<file path="config.mk">
export PLATFORM = sky130hd
export DESIGN_NAME = verificador_pin
export DESIGN_NICKNAME = d
export VERILOG_FILES = /design/src/rtl/verificador_pin.sv
export SDC_FILE = /design/constraint.sdc
export NUM_CORES = 1
export LEC_CHECK = 0
export BUFFER_PORTS_ARGS = -buffer_cell sky130_fd_sc_hd__clkbuf_2
export CORE_ASPECT_RATIO = 1.25
export CORE_MARGIN = 1
export CORE_UTILIZATION = 25
export DETAILED_ROUTE_END_ITERATION = 8
export GPL_ROUTABILITY_DRIVEN = 0
export GPL_TIMING_DRIVEN = 0
export PLACE_DENSITY_LB_ADDON = 0.08
export SYNTH_ARGS = -nofsm -noshare
export SYNTH_HDL_FRONTEND = slang
export SYNTH_SLANG_ARGS = --single-unit
</file>
<file path="constraint.sdc">
create_clock -name clk -period 3.4 [get_ports clk]
set_input_delay 0.51 -clock clk [delete_from_list [all_inputs] [get_ports clk]]
set_output_delay 0.51 -clock clk [all_outputs]
set_load 0.03 [all_outputs]
</file>
<file path="src/rtl/verificador_pin.sv">
// verificador_pin: 4-digit BCD PIN checker with retry counting, a warning
// when one attempt remains, lockout after MAX_INTENTOS failures, and
// discarding of partial entries after TIMEOUT_CICLOS idle cycles.
module verificador_pin #(
    parameter logic [15:0] TIMEOUT_CICLOS = 16'd1000,
    parameter int          MAX_INTENTOS   = 3
) (
    input  logic        clk,
    input  logic        reset,
    input  logic        digito_stb,
    input  logic [3:0]  digito,
    input  logic [15:0] pin_correcto,
    output logic        pin_incorrecto,
    output logic        advertencia,
    output logic        bloqueo,
    output logic        fin
);

    typedef enum logic [1:0] {
        RECIBIENDO = 2'd0,
        VERIFICAR  = 2'd1,
        BLOQUEADO  = 2'd2
    } estado_t;

    localparam logic [2:0]  MAX_FALLOS = 3'(MAX_INTENTOS);
    localparam logic [2:0]  FALLOS_AVISO = 3'(MAX_INTENTOS - 1);
    localparam logic [15:0] IDLE_LIMITE = TIMEOUT_CICLOS - 16'd1;

    estado_t     estado_q, estado_d;
    logic [15:0] shift_q, shift_d;
    logic [2:0]  cnt_q, cnt_d;
    logic [2:0]  fallos_q, fallos_d;
    logic [15:0] idle_q, idle_d;
    logic        run_q, run_d;
    logic        pin_inc_q, pin_inc_d;
    logic        adv_q, adv_d;
    logic        bloq_q, bloq_d;
    logic        fin_q, fin_d;

    logic        valido;
    logic [15:0] nuevo;
    logic [2:0]  fallos_mas1;

    // Next-state logic: digit capture, verification, timeout and lockout.
    // run_q gates everything so the first edge after reset release is inert.
    always_comb begin
        estado_d    = estado_q;
        shift_d     = shift_q;
        cnt_d       = cnt_q;
        fallos_d    = fallos_q;
        idle_d      = idle_q;
        run_d       = 1'b1;
        pin_inc_d   = 1'b0;
        fin_d       = 1'b0;
        valido      = digito_stb && (digito <= 4'd9);
        nuevo       = {shift_q[11:0], digito};
        fallos_mas1 = fallos_q + 3'd1;

        if (run_q) begin
            case (estado_q)
                RECIBIENDO: begin
                    if (valido) begin
                        shift_d = nuevo;
                        idle_d  = 16'd0;
                        if (cnt_q == 3'd3) begin
                            // Result is registered on the sampling edge of the
                            // 4th digit so the pulse shows up one cycle later.
                            cnt_d = 3'd0;
                            if (nuevo == pin_correcto) begin
                                fin_d    = 1'b1;
                                fallos_d = 3'd0;
                                estado_d = VERIFICAR;
                            end else begin
                                pin_inc_d = 1'b1;
                                fallos_d  = fallos_mas1;
                                if (fallos_mas1 == MAX_FALLOS) begin
                                    estado_d = BLOQUEADO;
                                end else begin
                                    estado_d = VERIFICAR;
                                end
                            end
                        end else begin
                            cnt_d = cnt_q + 3'd1;
                        end
                    end else if (cnt_q != 3'd0) begin
                        if (idle_q == IDLE_LIMITE) begin
                            cnt_d   = 3'd0;
                            shift_d = 16'd0;
                            idle_d  = 16'd0;
                        end else begin
                            idle_d = idle_q + 16'd1;
                        end
                    end else begin
                        idle_d = 16'd0;
                    end
                end
                VERIFICAR: begin
                    // One dead cycle while the result pulse is visible.
                    estado_d = RECIBIENDO;
                    cnt_d    = 3'd0;
                    shift_d  = 16'd0;
                    idle_d   = 16'd0;
                end
                BLOQUEADO: begin
                    estado_d = BLOQUEADO;
                end
                default: begin
                    estado_d = RECIBIENDO;
                end
            endcase
        end

        adv_d  = (estado_d != BLOQUEADO) && (fallos_d == FALLOS_AVISO);
        bloq_d = (estado_d == BLOQUEADO);
    end

    // State and registered outputs; asynchronous clear, synchronous release.
    always_ff @(posedge clk or negedge reset) begin
        if (!reset) begin
            estado_q  <= RECIBIENDO;
            shift_q   <= 16'd0;
            cnt_q     <= 3'd0;
            fallos_q  <= 3'd0;
            idle_q    <= 16'd0;
            run_q     <= 1'b0;
            pin_inc_q <= 1'b0;
            adv_q     <= 1'b0;
            bloq_q    <= 1'b0;
            fin_q     <= 1'b0;
        end else begin
            estado_q  <= estado_d;
            shift_q   <= shift_d;
            cnt_q     <= cnt_d;
            fallos_q  <= fallos_d;
            idle_q    <= idle_d;
            run_q     <= run_d;
            pin_inc_q <= pin_inc_d;
            adv_q     <= adv_d;
            bloq_q    <= bloq_d;
            fin_q     <= fin_d;
        end
    end

    assign pin_incorrecto = pin_inc_q;
    assign advertencia    = adv_q;
    assign bloqueo        = bloq_q;
    assign fin            = fin_q;

endmodule

</file>
==> results of run 1 <==
worst paths after layout:
path                       slack [ns]                      to  cells after the start                  start
setup / recovery                 1.27   idle_q[4]$_DFFE_PN0P_                      8   cnt_q[0]$_DFFE_PN0P_
setup reg to reg                 1.27   idle_q[4]$_DFFE_PN0P_                      8   cnt_q[0]$_DFFE_PN0P_
hold / removal                   0.41   idle_q[7]$_DFFE_PN0P_                      1                  reset
max in group asynchronous        2.34   idle_q[9]$_DFFE_PN0P_                      1                  reset
hold reg to reg                  0.50   idle_q[6]$_DFFE_PN0P_                      1  idle_q[6]$_DFFE_PN0P_
min in group clk                 0.48  shift_q[0]$_DFFE_PN0P_                      2              digito[0]
state kept, by name, summed over array words and instances, names as in the netlist:
register	count
idle_q	16
fin	1
estado_q	2
fallos_q	3
shift_q	12
cnt_q	3
advertencia	1
pin_incorrecto	1
run_q	1
bloqueo	1
cells in the final DEF (no fill, tap or decap), types with 5 or more instances in the layout:
master / count
and3_1: 5
a22o_1: 15
nand2_1: 16
clkbuf_8: 6
o21ai_0: 11
clkbuf_2: 26
ha_1: 5
xnor2_1: 18
a21o_1: 8
dfrtp_1: 41
nand3_1: 5
nor2_1: 6
nand4_1: 10
o31ai_1: 5
inv_1: 6
per-layer routing:
metal | up-vias | track usage, % | wire, um
met2 | 19 | 20.8 | 2510
met5 | - | 0 | 0
met4 | 0 | 4.00 | 39
met3 | 2 | 2.87 | 122
li1 | 819 | - | -
met1 | 781 | 14.7 | 2260
Yosys cell counts, drive strengths merged:
library cell  number  share of area, %
o21ai             13               3.2
a211o              1              0.41
nand2b             3              0.87
nor2b              4               1.2
a22o              15               6.1
inv                6               1.0
buf                4               1.2
or4                1              0.35
a21o               8               2.8
o2bb2ai            1              0.41
nand4b             1              0.70
o31ai              5               1.7
a31oi              2              0.58
clkbuf             4              0.70
a21oi              4              0.93
o211ai             1              0.35
nor2               6               1.0
nor3b              4               1.4
o21a               1              0.35
and3               5               1.4
a2111oi            1               1.3
o22ai              1              0.29
ha                 5               2.9
nand4             11               3.5
nor3               4              0.93
a32o               1              0.46
o21bai             1              0.35
or3                1              0.29
dfrtp             41                48
nand3              5               1.2
and4               2              0.81
xnor2             18               7.3
nor4               5               2.3
or4b               1              0.46
mux2               1              0.52
conb               1              0.17
nand2             17               3.1
metrics by stage:
step / total power, mW / cells
floorplan: 1.04 / 205
global placement: 1.18 / 328
global route: 1.61 / 335
detailed placement: 1.18 / 328
finish: 1.49 / 335
CTS: 1.52 / 335
power by group through the flow:
stage | clock (mW) | combinational [mW] | sequential [mW]
after floorplan | 0 | 0.339 | 0.702
final | 0.335 | 0.461 | 0.699
after global placement | 0 | 0.468 | 0.713
after global routing | 0.366 | 0.525 | 0.716
after detailed placement | 0 | 0.468 | 0.710
after CTS | 0.350 | 0.469 | 0.701
cell type report:
cell class,instances,area (um^2),share of cell area [%]
sequential,41,1030,41.0
clock inverter,1,7.51,0.300
buffer,8,41.3,1.65
inverter,6,22.5,0.900
clock buffer,6,82.6,3.30
multi-input combinational,150,1070,42.8
tap,97,121,4.85
timing repair buffer,26,130,5.20
logic make-up after synthesis:
group,count (synthesis),share of synthesized area (%)
compound gates,55,19.2
xor+xnor,18,7.30
other cells,1,0.174
fa+ha+maj,5,2.90
mux,1,0.521
buf+inv,14,2.95
flops,41,47.5
simple gates,70,19.5
==> results.py, run 1 <==
metrics = {
    "die": {
        "start_util_pct": 26.1,
        "fp.dieH_um": 106,
        "ioPinCount": 27,
        "rows": 37,
        "core_area_mm2": 0.00829,
        "die_w_um": 85.1,
        "dieArea_mm2": 0.00902,
    },
    "sta": {
        "fin_tns_setup_ns": 0,
        "rsz0062_at_grt": "false",
        "maxSlewHeadroom_pct": 27.9,
        "fin_ws_ns": 1.27,
        "period_needed_ns": 2.13,
        "slew_viol_final": 0,
        "fin_skew_ns": 0.00997,
        "timing.fmax_mhz": 469,
        "hold_violations": 0,
        "worst_hold_slack_ns": 0.410,
        "tightestPinTransition_ns": 1.08,
        "period_share_pct": 62.7,
        "setup_viol": 0,
    },
    "cts": {
        "post_cts_buffers": 0,
        "htree_num_levels": 2,
        "cts_sinks": 41,
        "cts_resized": 0,
        "cts_made_buffers": 5,
        "clk_pin_slew_ns": 0.08,
        "insertion_delay_ns": 0.29,
        "cts_root_buffer": "clkbuf_8",
        "hold_buffers": 0,
        "ctsLongestPathBuffers": 2,
        "cts_tree": "done",
    },
    "place": {
        "place_hpwl_um": 3520,
        "dp_slack_ns": 1.11,
        "place_area_mm2": 0.00241,
        "numPortBuffers": 26,
    },
    "route": {
        "route.detailed.drc": 0,
        "num_vias": 1621,
        "drt_pass1_iterations": 4,
        "ant_nets": 0,
        "first_iter_violations": 52,
        "drt-vias-per-instance": 4.84,
        "wl_per_cell_um": 14.7,
        "wirelength_um": 4920,
    },
    "power": {
        "p_comb_share_pct": 30.8,
        "p_seq_share_pct": 46.8,
        "internal-power_uw": 981,
        "swShare_pct": 34.4,
        "ir_drop_v": 0.000238,
        "power.net_switching_uw": 514,
        "p_clk_share_pct": 22.4,
        "power_density_mw_per_mm2": 598,
        "leakage_nw": 1.18,
    },
    "logic_synthesis": {
        "yosysSeqAreaShare_pct": 47.5,
        "synth_fp_nets": 233,
        "synth_warnings": 0,
        "syn_area_per_cell_um2": 10.5,
        "yosys_register_bits": 41,
        "yosysUniqueCellTypes": 43,
        "synth_area_mm2": 0.00216,
        "syn_inst": 205,
    },
    "critical_path": {
        "crit_family": "compound AO/OA/AOI/OAI gates",
        "max_stage_delay_ns": 0.58,
        "path_buf_inv": 2,
        "cp.arrival_ns": 2.37,
        "critPathKind": "flop to flop",
        "start_kind": "flop",
        "cp.required_ns": 3.64,
        "end_kind": "flop",
        "cp_max_fo": 10,
        "critical_path.cell_chain": "inv_1, ha_1, nor2b_1, a2111oi_4, nand2_2, buf_2, nor3b_1, a21o_1",
        "slowest_stage": "a2111oi_4",
    },
    "min_path": {
        "hold_class": "input port to asynchronous set/reset pin",
    },
    "run_status": {
        "outcome": "completed",
    },
    "run": {
        "max-cap-violations": 0,
    },
    "layout": {
        "final_util_pct": 30.2,
        "area_delta_synth_final_pct": 15.8,
        "antenna_cells": 0,
        "nets": 266,
        "fin_area_mm2": 0.00250,
        "fill_cells": 875,
        "drive_above_1_share_pct": 19.7,
    },
    "global_route": {
        "grt_pass1_wl_um": 8410,
        "antenna_found_initial": 0,
        "overflow": 0,
        "grt_pass1_vias": 1679,
        "grt_max_degree": 42,
        "track_usage_pct": 12.1,
    },
}
(Power assumes the default switching activity.)
==> inputs of run 2 (changes only) <==
==> constraint.sdc (replaced) <==
create_clock -name clk -period 1.7 [get_ports clk]
set_input_delay 0.255 -clock clk [delete_from_list [all_inputs] [get_ports clk]]
set_output_delay 0.255 -clock clk [all_outputs]
set_load 0.03 [all_outputs]
==> run 2 against run 1 <==
Against the previous run: the flow now finishes with violations (setup timing); sequential share of layout area down 5.4 points; power rose by 120%; via count grew 6.8%; die area stayed put; count of clock-buffer cells in the layout stayed put; fmax is 23% higher; worst hold slack got worse by 0.25 ns; cell count increased by 5.7%; non-clock buffer count is 18 higher; largest cell class unchanged; largest power group unchanged.
==> results.py, run 2 (synthesis gave the netlist of run 1 again) <==
metrics = {
    "run_status": {
        "outcome": "complete, but fails checks",
        "violations": "setup timing",
    },
    "place": {
        "place_area_mm2": 0.00247,
        "dpl.cell_count": 328,
        "dp_slack_ns": -0.445,
        "numPortBuffers": 26,
        "place_hpwl_um": 3600,
    },
    "layout": {
        "fin_area_mm2": 0.00291,
        "area_delta_synth_final_pct": 34.8,
        "finalNonFillerCells": 354,
        "antenna_cells": 0,
        "layout_commonest_cell": "dfrtp_1",
        "largest_register": "idle_q",
        "final_util_pct": 35.1,
        "drive_above_1_share_pct": 41.6,
        "fill_cells": 830,
        "reg_top3": "idle_q: 16 flops, shift_q: 12 flops",
        "final_cell_mix": "dfrtp_1, clkbuf_2, xnor2_1, nand2_1, a22o_1",
        "nets": 284,
        "largest_reg_flops": 16,
    },
    "die": {
        "die_w_um": 85.1,
        "dieArea_mm2": 0.00902,
        "rows": 37,
        "core_area_mm2": 0.00829,
        "start_util_pct": 26.1,
        "ioPinCount": 27,
        "fp.dieH_um": 106,
    },
    "critical_path": {
        "start_kind": "flop",
        "cp.required_ns": 1.89,
        "max_stage_delay_ns": 0.48,
        "critPathKind": "flop to flop",
        "path_buf_inv": 1,
        "critical_path.cell_chain": "nor4_4, nand4_4, o21ai_2, nand2_2, buf_6, o21a_1",
        "end_kind": "flop",
        "cp_max_fo": 10,
        "crit_family": "simple AND/OR/NAND/NOR gates",
        "slowest_stage": "dfrtp_2",
        "cp.arrival_ns": 1.93,
    },
    "route": {
        "ant_nets": 0,
        "drt-vias-per-instance": 4.89,
        "wl_per_cell_um": 15.8,
        "wirelength_um": 5610,
        "route.detailed.drc": 0,
        "first_iter_violations": 118,
        "drt_pass1_iterations": 4,
        "num_vias": 1732,
    },
    "power": {
        "p_total_mw": 3.35,
        "power_density_mw_per_mm2": 1150,
        "leakage_nw": 1.30,
        "ir_drop_v": 0.000501,
    },
    "global_route": {
        "track_usage_pct": 13.1,
        "overflow": 0,
        "grt_max_degree": 42,
        "grt_pass1_wl_um": 9110,
        "grt_pass1_vias": 1748,
        "antenna_found_initial": 0,
    },
    "cts": {
        "cts_sinks": 41,
        "cts_root_buffer": "clkbuf_8",
        "hold_buffers": 0,
        "clk_pin_slew_ns": 0.09,
        "cts_made_buffers": 5,
        "htree_num_levels": 2,
        "insertion_delay_ns": 0.29,
        "ctsLongestPathBuffers": 2,
        "cts_tree": "done",
    },
    "sta": {
        "fin_ws_ns": -0.0377,
        "hold_violations": 0,
        "slew_viol_final": 0,
        "rsz0062_at_grt": "true",
        "period_needed_ns": 1.74,
        "worst_hold_slack_ns": 0.157,
        "setup_viol": 18,
        "maxSlewHeadroom_pct": 26.7,
        "timing.fmax_mhz": 575,
        "tightestPinTransition_ns": 1.10,
        "fin_tns_setup_ns": -0.321,
        "period_share_pct": 102,
        "fin_skew_ns": 0.00496,
    },
    "run": {
        "max-cap-violations": 0,
    },
    "min_path": {
        "hold_class": "input port to asynchronous set/reset pin",
    },
}
## run 2: cell types whose count changed in the layout (fill, tap and decap cells not counted), sizes merged
cell      before  now
buf            4   24
clkbuf        36   34
clkinvlp       1    2
## run 2: layer usage
| layer | track usage, % | wire length (um) |
|---|---|---|
| met1 | 16.5 | 2580 |
| met2 | 22.8 | 2840 |
| met3 | 2.10 | 126 |
| met4 | 4.36 | 57 |
| met5 | 0 | 0 |
## run 2: layout make-up
cell class / count / area, um^2 / area share, %
Multi-Input combinational cell: 150 / 1290 / 44.3
Sequential cell: 41 / 1040 / 35.6
Timing Repair Buffer: 46 / 300 / 10.3
Tap cell: 97 / 121 / 4.17
Clock buffer: 6 / 72.6 / 2.49
Buffer: 6 / 53.8 / 1.85
Inverter: 6 / 22.5 / 0.774
Clock inverter: 2 / 15.0 / 0.516
## run 2: timing repair
action | CTS | global route
gates resized for setup | 25 | 37
pin swaps | 13 | 17
setup buffers | 9 | 10
cloned | 2 | 0
endpoints found under the setup margin | 39 | 36
## run 2: report_power, final
group	internal [mW]	switching [mW]
sequential	1.20	0.225
clock	0.290	0.366
combinational	0.683	0.590
total	2.17	1.18
## run 2: path summary, 6_finish.rpt
| kind | slack (ns) | cells past startpoint | to | start |
|---|---|---|---|---|
| min in group clk | 0.21 | 2 | shift_q[0]$_DFFE_PN0P_ | digito[0] |
| min reg2reg | 0.51 | 1 | idle_q[8]$_DFFE_PN0P_ | idle_q[8]$_DFFE_PN0P_ |
| max | -0.04 | 6 | cnt_q[2]$_DFFE_PN0P_ | idle_q[4]$_DFFE_PN0P_ |
| max reg2reg | -0.04 | 6 | cnt_q[2]$_DFFE_PN0P_ | idle_q[4]$_DFFE_PN0P_ |
| max in group asynchronous | 0.80 | 1 | run_q$_DFF_PN0_ | reset |
| min | 0.16 | 1 | idle_q[5]$_DFFE_PN0P_ | reset |
